==> src/rtl/serial_adder_seq_if.sv <==
// Operand/result bundle for the bit-serial adder.
// The master drives the request; the slave returns status and result.
interface serial_adder_seq_if #(
   parameter int WIDTH = 8
);
   logic             start;
   logic [WIDTH-1:0] a;
   logic [WIDTH-1:0] b;
   logic             cin;
   logic             busy;
   logic             done;
   logic [WIDTH-1:0] sum;
   logic             cout;
   logic             ovf;

   modport master (
      output start, a, b, cin,
      input  busy, done, sum, cout, ovf
   );

   modport slave (
      input  start, a, b, cin,
      output busy, done, sum, cout, ovf
   );
endinterface

==> src/rtl/serial_adder_seq.sv <==
// Bit-serial WIDTH-bit adder: one full-adder slice plus a carry flop, LSB first.
// Produces sum, carry-out and signed overflow with a one-cycle done pulse.
module serial_adder_seq #(
   parameter int WIDTH = 8
) (
   input  logic              clk,
   input  logic              rst,
   serial_adder_seq_if.slave bus
);
   localparam int CW = $clog2(WIDTH) + 1;

   typedef enum logic {IDLE, RUN} state_t;

   state_t           state_q;
   logic [WIDTH-1:0] a_q;
   logic [WIDTH-1:0] b_q;
   logic [WIDTH-1:0] sr_q;
   logic             c_q;
   logic [CW-1:0]    cnt_q;
   logic             busy_q;
   logic             done_q;
   logic [WIDTH-1:0] sum_q;
   logic             cout_q;
   logic             ovf_q;

   logic             s_d;
   logic             c_d;
   logic [WIDTH-1:0] sr_d;
   logic             last_d;

   always_comb begin
      s_d    = a_q[0] ^ b_q[0] ^ c_q;
      c_d    = (a_q[0] & b_q[0]) | (c_q & (a_q[0] ^ b_q[0]));
      sr_d   = {s_d, sr_q[WIDTH-1:1]};
      last_d = (cnt_q == CW'(WIDTH - 1));
   end

   always_ff @(posedge clk) begin
      if (rst) begin
         state_q <= IDLE;
         a_q     <= '0;
         b_q     <= '0;
         sr_q    <= '0;
         c_q     <= 1'b0;
         cnt_q   <= '0;
         busy_q  <= 1'b0;
         done_q  <= 1'b0;
         sum_q   <= '0;
         cout_q  <= 1'b0;
         ovf_q   <= 1'b0;
      end else begin
         done_q <= 1'b0;
         case (state_q)
            IDLE: begin
               if (bus.start) begin
                  a_q     <= bus.a;
                  b_q     <= bus.b;
                  c_q     <= bus.cin;
                  sr_q    <= '0;
                  cnt_q   <= '0;
                  busy_q  <= 1'b1;
                  state_q <= RUN;
               end
            end
            RUN: begin
               a_q   <= a_q >> 1;
               b_q   <= b_q >> 1;
               c_q   <= c_d;
               sr_q  <= sr_d;
               cnt_q <= cnt_q + CW'(1);
               // c_q here is the carry into the MSB, so c_q ^ c_d is signed overflow
               if (last_d) begin
                  sum_q   <= sr_d;
                  cout_q  <= c_d;
                  ovf_q   <= c_q ^ c_d;
                  done_q  <= 1'b1;
                  busy_q  <= 1'b0;
                  state_q <= IDLE;
               end
            end
            default: state_q <= IDLE;
         endcase
      end
   end

   assign bus.busy = busy_q;
   assign bus.done = done_q;
   assign bus.sum  = sum_q;
   assign bus.cout = cout_q;
   assign bus.ovf  = ovf_q;
endmodule
==> src/flat_wrapper.sv <==
// flat-port wrapper written by rule: the top's interface ports become plain ports
module serial_adder_seq_flat 
#(
   parameter int WIDTH = 8
)
  (clk, rst, bus_start, bus_a, bus_b, bus_cin, bus_busy, bus_done, bus_sum, bus_cout, bus_ovf);
  serial_adder_seq_if #(.WIDTH(WIDTH)) bus_i ();
  input  logic clk;
  input  logic rst;
  input wire logic [$bits(bus_i.start)-1:0] bus_start;
  input wire logic [$bits(bus_i.a)-1:0] bus_a;
  input wire logic [$bits(bus_i.b)-1:0] bus_b;
  input wire logic [$bits(bus_i.cin)-1:0] bus_cin;
  output wire logic [$bits(bus_i.busy)-1:0] bus_busy;
  output wire logic [$bits(bus_i.done)-1:0] bus_done;
  output wire logic [$bits(bus_i.sum)-1:0] bus_sum;
  output wire logic [$bits(bus_i.cout)-1:0] bus_cout;
  output wire logic [$bits(bus_i.ovf)-1:0] bus_ovf;
  assign bus_i.start = bus_start;
  assign bus_i.a = bus_a;
  assign bus_i.b = bus_b;
  assign bus_i.cin = bus_cin;
  assign bus_busy = bus_i.busy;
  assign bus_done = bus_i.done;
  assign bus_sum = bus_i.sum;
  assign bus_cout = bus_i.cout;
  assign bus_ovf = bus_i.ovf;
  serial_adder_seq #(.WIDTH(WIDTH)) u_core (.clk(clk), .rst(rst), .bus(bus_i));
endmodule
==> config.mk <==
export PLATFORM = sky130hd
export DESIGN_NAME = serial_adder_seq_flat
export DESIGN_NICKNAME = d
export VERILOG_FILES = /design/src/rtl/serial_adder_seq_if.sv /design/src/rtl/serial_adder_seq.sv /design/src/flat_wrapper.sv
export SDC_FILE = /design/constraint.sdc
export NUM_CORES = 1
export LEC_CHECK = 0
export CAP_MARGIN = 20
export CORE_UTILIZATION = 40
export CTS_BUF_LIST = sky130_fd_sc_hd__clkbuf_16
export DETAILED_ROUTE_END_ITERATION = 16
export GPL_TIMING_DRIVEN = 0
export PLACE_DENSITY = 0.72
export SETUP_SLACK_MARGIN = 0.4
export SLEW_MARGIN = 25
export SYNTH_ARGS = -nofsm -noshare
export SYNTH_HDL_FRONTEND = slang
export SYNTH_SLANG_ARGS = --single-unit
==> constraint.sdc <==
create_clock -name clk -period 1.6 [get_ports clk]
set_clock_uncertainty 0.15 [all_clocks]
set_input_delay 0.32 -clock clk [delete_from_list [all_inputs] [get_ports clk]]
set_output_delay 0.32 -clock clk [all_outputs]
set_load 0.005 [all_outputs]
**Word-level counts from Yosys, hierarchy flattened**

Index checks and enable logic that the tools add are counted.

- Flip-flop bits (word level): 42
- Input bits: 20
- Output and inout bits: 12
- Word-level logic and storage cells: 42

- Add/sub/neg operators: 1
- Equality and inequality tests: 3
- Muxes and demuxes: 17
- Bitwise gates (word level): 7
- Reductions and logical operators: 3

Operator list:

| kind | count |
|---|---|
| 8-bit one-hot mux with 2 select lines | 3 |
| 8-bit 2-to-1 mux | 3 |
| 4-bit one-hot mux with 2 select lines | 1 |
| 1-bit 2-to-1 mux | 6 |
| 1-bit one-hot mux with 2 select lines | 3 |
| 4-bit by 1-bit adder with 4-bit output, second input constant | 1 |
| 4-bit by 3-bit equality test with 1-bit output, second input constant | 1 |
| 4-bit 2-to-1 mux | 1 |
| 2-bit inequality test, second input constant | 2 |
| 2-bit AND reduction | 2 |
| 1-bit bitwise XOR | 3 |
| 1-bit AND | 2 |
| 2-bit OR reduction | 1 |
| 1-bit NOT | 1 |
| 1-bit OR | 1 |

**Logic depth before layout (Yosys ltp)**

- Depth in word-level cells: 4
- Mapped depth: 6
- Gate-level depth less buffers: 4

**Worst setup path after synthesis**

Ideal clock, no wire load.

- Kind: reg-to-reg
- Start: reg u_core.cnt_q[0]
- End: reg u_core.sum_q[0] (netlist: u_core.bus.sum[0])
- Library setup time: 117 ps
- Data arrival time: 1137 ps
- Required time: 1333 ps
- Setup slack: 196 ps
- Stages on the path, launching flop included: 6
- Path buffers: 1
- Clock period less this slack: 1404 ps
- Cell sequence: dfxtp_1 -> ha_1 -> nand4b_1 -> nor2b_4 -> buf_6 -> a22o_1

- Longest elaborated chain between the ends: 2

Ends and longest elaborated chain:

| what | line | source |
|---|---|---|
| start: declaration | serial_adder_seq.sv:19 | `logic [CW-1:0] cnt_q;` |
| start signal: assignment | serial_adder_seq.sv:70 | `cnt_q <= cnt_q + CW'(1);` |
| 4-bit by 3-bit equality test with 1-bit output | serial_adder_seq.sv:35 | `last_d = (cnt_q == CW'(WIDTH - 1));` |
| 2-bit AND reduction (no line) | n/a |  |
| end signal: assignment | serial_adder_seq.sv:73 | `sum_q <= sr_d;` |
| end: declaration | serial_adder_seq.sv:22 | `logic [WIDTH-1:0] sum_q;` |

No other way between the ends.
A chain may end at the register's enable or synchronous reset.

**Worst setup path after layout**

- Start: reg u_core.cnt_q[0]
- End: reg u_core.sum_q[2] (netlist: u_core.bus.sum[2])

Same word-level chain as after synthesis.

==> impl_metrics.py <==
metrics = {
    "outcome": {
        "status": "complete, no violations",
    },
    "routing": {
        "via_count": 1323,
        "wl_microns": 3820,
        "postRouteAntennaNets": 0,
        "dr.first_iter.drc_count": 42,
        "dr.pass1.iters": 4,
        "viasPerCell": 5.15,
        "drc": 0,
        "post_drt_wl_per_cell_microns": 14.9,
    },
    "placement": {
        "place_area_sq_mm": 0.00216,
        "dpl.cell_count": 238,
        "detailed_place_hpwl_microns": 2580,
        "globalplace.congestion": 0.725,
        "io_buffers": 30,
    },
    "critical_path": {
        "path_delay_family": "flip-flops",
        "cp_cell_sequence": "ha_4 > nand4b_1 > nor2b_4 > buf_6 > a22o_1",
        "cp.required_ns": 1.63,
        "crit_slowest_cell": "dfxtp_4",
        "critical_path_buf_inv_count": 1,
        "r2r-start": "u_core.cnt_q[0]$_SDFFE_PP0P_",
        "cp.arrival_ns": 1.43,
        "worstPathMaxFanout": 5,
        "setup.worst_path.start": "u_core.cnt_q[0]$_SDFFE_PP0P_",
        "critPathKind": "flip-flop to flip-flop",
        "endpoint_kind": "flip-flop",
        "cpPeakStageDelay_ns": 0.36,
        "r2r_slack_ns": 0.20,
        "cp-start-kind": "flip-flop",
    },
    "global_route": {
        "grt_pass1_vias": 1375,
        "top_usage_layer": "met2",
        "grt-ovfl-total": 0,
        "track_usage": 0.195,
        "met1_usage": 0.204,
        "met2_usage": 0.347,
        "grt_start_max_net_pins": 14,
        "met3_usage": 0.0433,
        "grt_pass1_wl_microns": 6400,
        "antenna_found_initial": 0,
    },
    "synthesis": {
        "syn-num-nets": 180,
        "ys_types": 27,
        "yosysSeqAreaShare": 0.467,
        "syn_area_sq_mm": 0.00176,
        "ys.flop_type": "dfxtp_1",
        "synth_edf_count": 0,
        "ys_ff_latch": 41,
        "synth.avg_cell_area_sq_um": 11.1,
        "async_flop_share": 0,
        "synthCells": 158,
        "yosysWarnings": 0,
    },
    "finish": {
        "layout.cells.non_filler": 257,
        "fill_cells": 349,
        "n_antenna_cell": 0,
        "final_cell_mix": "nor2_1 (26), dfxtp_1 (25), mux2i_1 (18), clkdlybuf4s50_1 (18), buf_4 (15)",
        "multiInputGateArea_sq_um": 873,
        "layout.area.seq_sq_um": 846,
        "drive_gt1_frac": 0.391,
        "design_area_sq_mm": 0.00244,
        "final_common_cell": "nor2_1",
        "area_delta_synth_final_pct": 38.9,
        "nets": 228,
    },
    "clock_tree": {
        "cts_tree": "yes",
        "worstSkewPairLatency_ns": 0.29,
        "clkTransAtPathRegs_ns": 0.06,
        "root_buffer": "clkbuf_16",
        "cts.sinks": 41,
        "cts_buffers": 5,
        "clockBufferDepth": 2,
        "h-tree-depth": 2,
    },
    "sta": {
        "fmax_mhz": 716,
        "relSlewSlack": 0.830,
        "min_period_ns": 1.40,
        "drv_slew": 0,
        "final-setup-viol-count": 0,
        "tightest_slew_ns": 0.255,
        "rsz0062_at_grt": "yes",
        "hold_violations": 0,
        "hold-worst-slack_ns": 0.297,
        "period_share": 0.873,
    },
    "power_and_ir_drop": {
        "power-per-cell-area_mw_per_mm2": 1030,
        "peakVddDrop_mv": 0.605,
        "leakagePower_uw": 0.00104,
    },
    "worst_hold_path": {
        "min_from": "bus_start",
        "hp-class": "input port to flip-flop",
    },
    "die": {
        "rows": 23,
        "die_y_microns": 68.3,
        "die_w_microns": 68.3,
        "initial_core_util": 0.427,
        "dieArea_sq_mm": 0.00466,
        "core_sq_mm": 0.00412,
        "pin_count": 32,
    },
    "flow_run": {
        "drv_cap": 0,
    },
}
per-stage QoR:
stage	TNS, ns	util	total power, uW	worst slack, ns
floorplan	0	-	1270	0.290
global placement	-3.09	0.526	1360	-0.180
detailed placement	-3.58	0.526	1370	-0.200
CTS	0	0.583	2510	0.228
global route	0	0.593	2600	0.167
finish	0	0.593	2510	0.202
cell usage after synthesis (2+ instances only):
cell | number | area share
mux2_4 | 6 | 0.051
a21oi_1 | 11 | 0.031
buf_6 | 4 | 0.026
nor3_2 | 2 | 0.011
nor2_1 | 26 | 0.056
buf_2 | 6 | 0.017
clkbuf_1 | 2 | 0.0043
nor3b_2 | 7 | 0.050
mux2i_1 | 18 | 0.10
a22o_1 | 11 | 0.055
mux2_1 | 9 | 0.058
dfxtp_1 | 41 | 0.47
layer usage:
metal / wire length [microns] / vias to the layer above
li1: - / 651
met5: 0 / -
met1: 1600 / 615
met3: 190 / 12
met2: 1910 / 45
met4: 119 / 0
power breakdown:
group          internal [uW]  total (uW)  switching, uW
logic                    165         288            123
registers               1060        1080           22.3
clock network            730        1140            409
total                   1950        2510            555
state kept, by name, summed over array words and instances, names as in the netlist:
| signal | count |
|---|---|
| u_core.a_q | 8 |
| u_core.b_q | 8 |
| u_core.bus.sum | 8 |
| u_core.sr_q | 7 |
| u_core.cnt_q | 4 |
| u_core.bus.busy | 1 |
| u_core.bus.cout | 1 |
| u_core.bus.done | 1 |
| u_core.bus.ovf | 1 |
| u_core.c_q | 1 |
| u_core.state_q | 1 |
path summary, 6_finish.rpt:
path                                    end  cells past startpoint
max          u_core.bus.sum[2]$_SDFFE_PP0P_                      5
min                 u_core.c_q$_SDFFE_PP0P_                      4
max reg2reg  u_core.bus.sum[2]$_SDFFE_PP0P_                      5
min reg2reg  u_core.bus.sum[0]$_SDFFE_PP0P_                      1
cells by family after synthesis:
kind of cell | count (synthesis) | synth area share
XOR/XNOR | 1 | 0.00498
multiplexers | 33 | 0.211
AO/OA/AOI/OAI | 25 | 0.0982
flip-flops | 41 | 0.467
AND/OR/NAND/NOR | 42 | 0.147
adder cells (fa/ha/maj) | 2 | 0.0185
buffers and inverters | 14 | 0.0534
worst register-to-register path: stages, from the launching register on:
cell and delay (ns):
dfxtp_4 0.36, ha_4 0.12, nand4b_1 0.14, nor2b_4 0.18, buf_6 0.13, a22o_1 0.20
layout make-up:
class,count,area share
Buffer,13,0.0569
Clock buffer,5,0.0512
Clock inverter,3,0.0169
Inverter,1,0.00154
Multi-Input combinational cell,103,0.358
Sequential cell,41,0.346
Tap cell,50,0.0256
Timing Repair Buffer,41,0.144
what timing repair did:
item                       4_1_cts  5_1_grt
setup buffers                    8        2
setup endpoints to repair       53       52
hold buffers                     0        0
cloned                           1        0
gates resized for setup         65       11
pin swaps                        2        3
No activity file was read; power rests on OpenSTA's default activity.
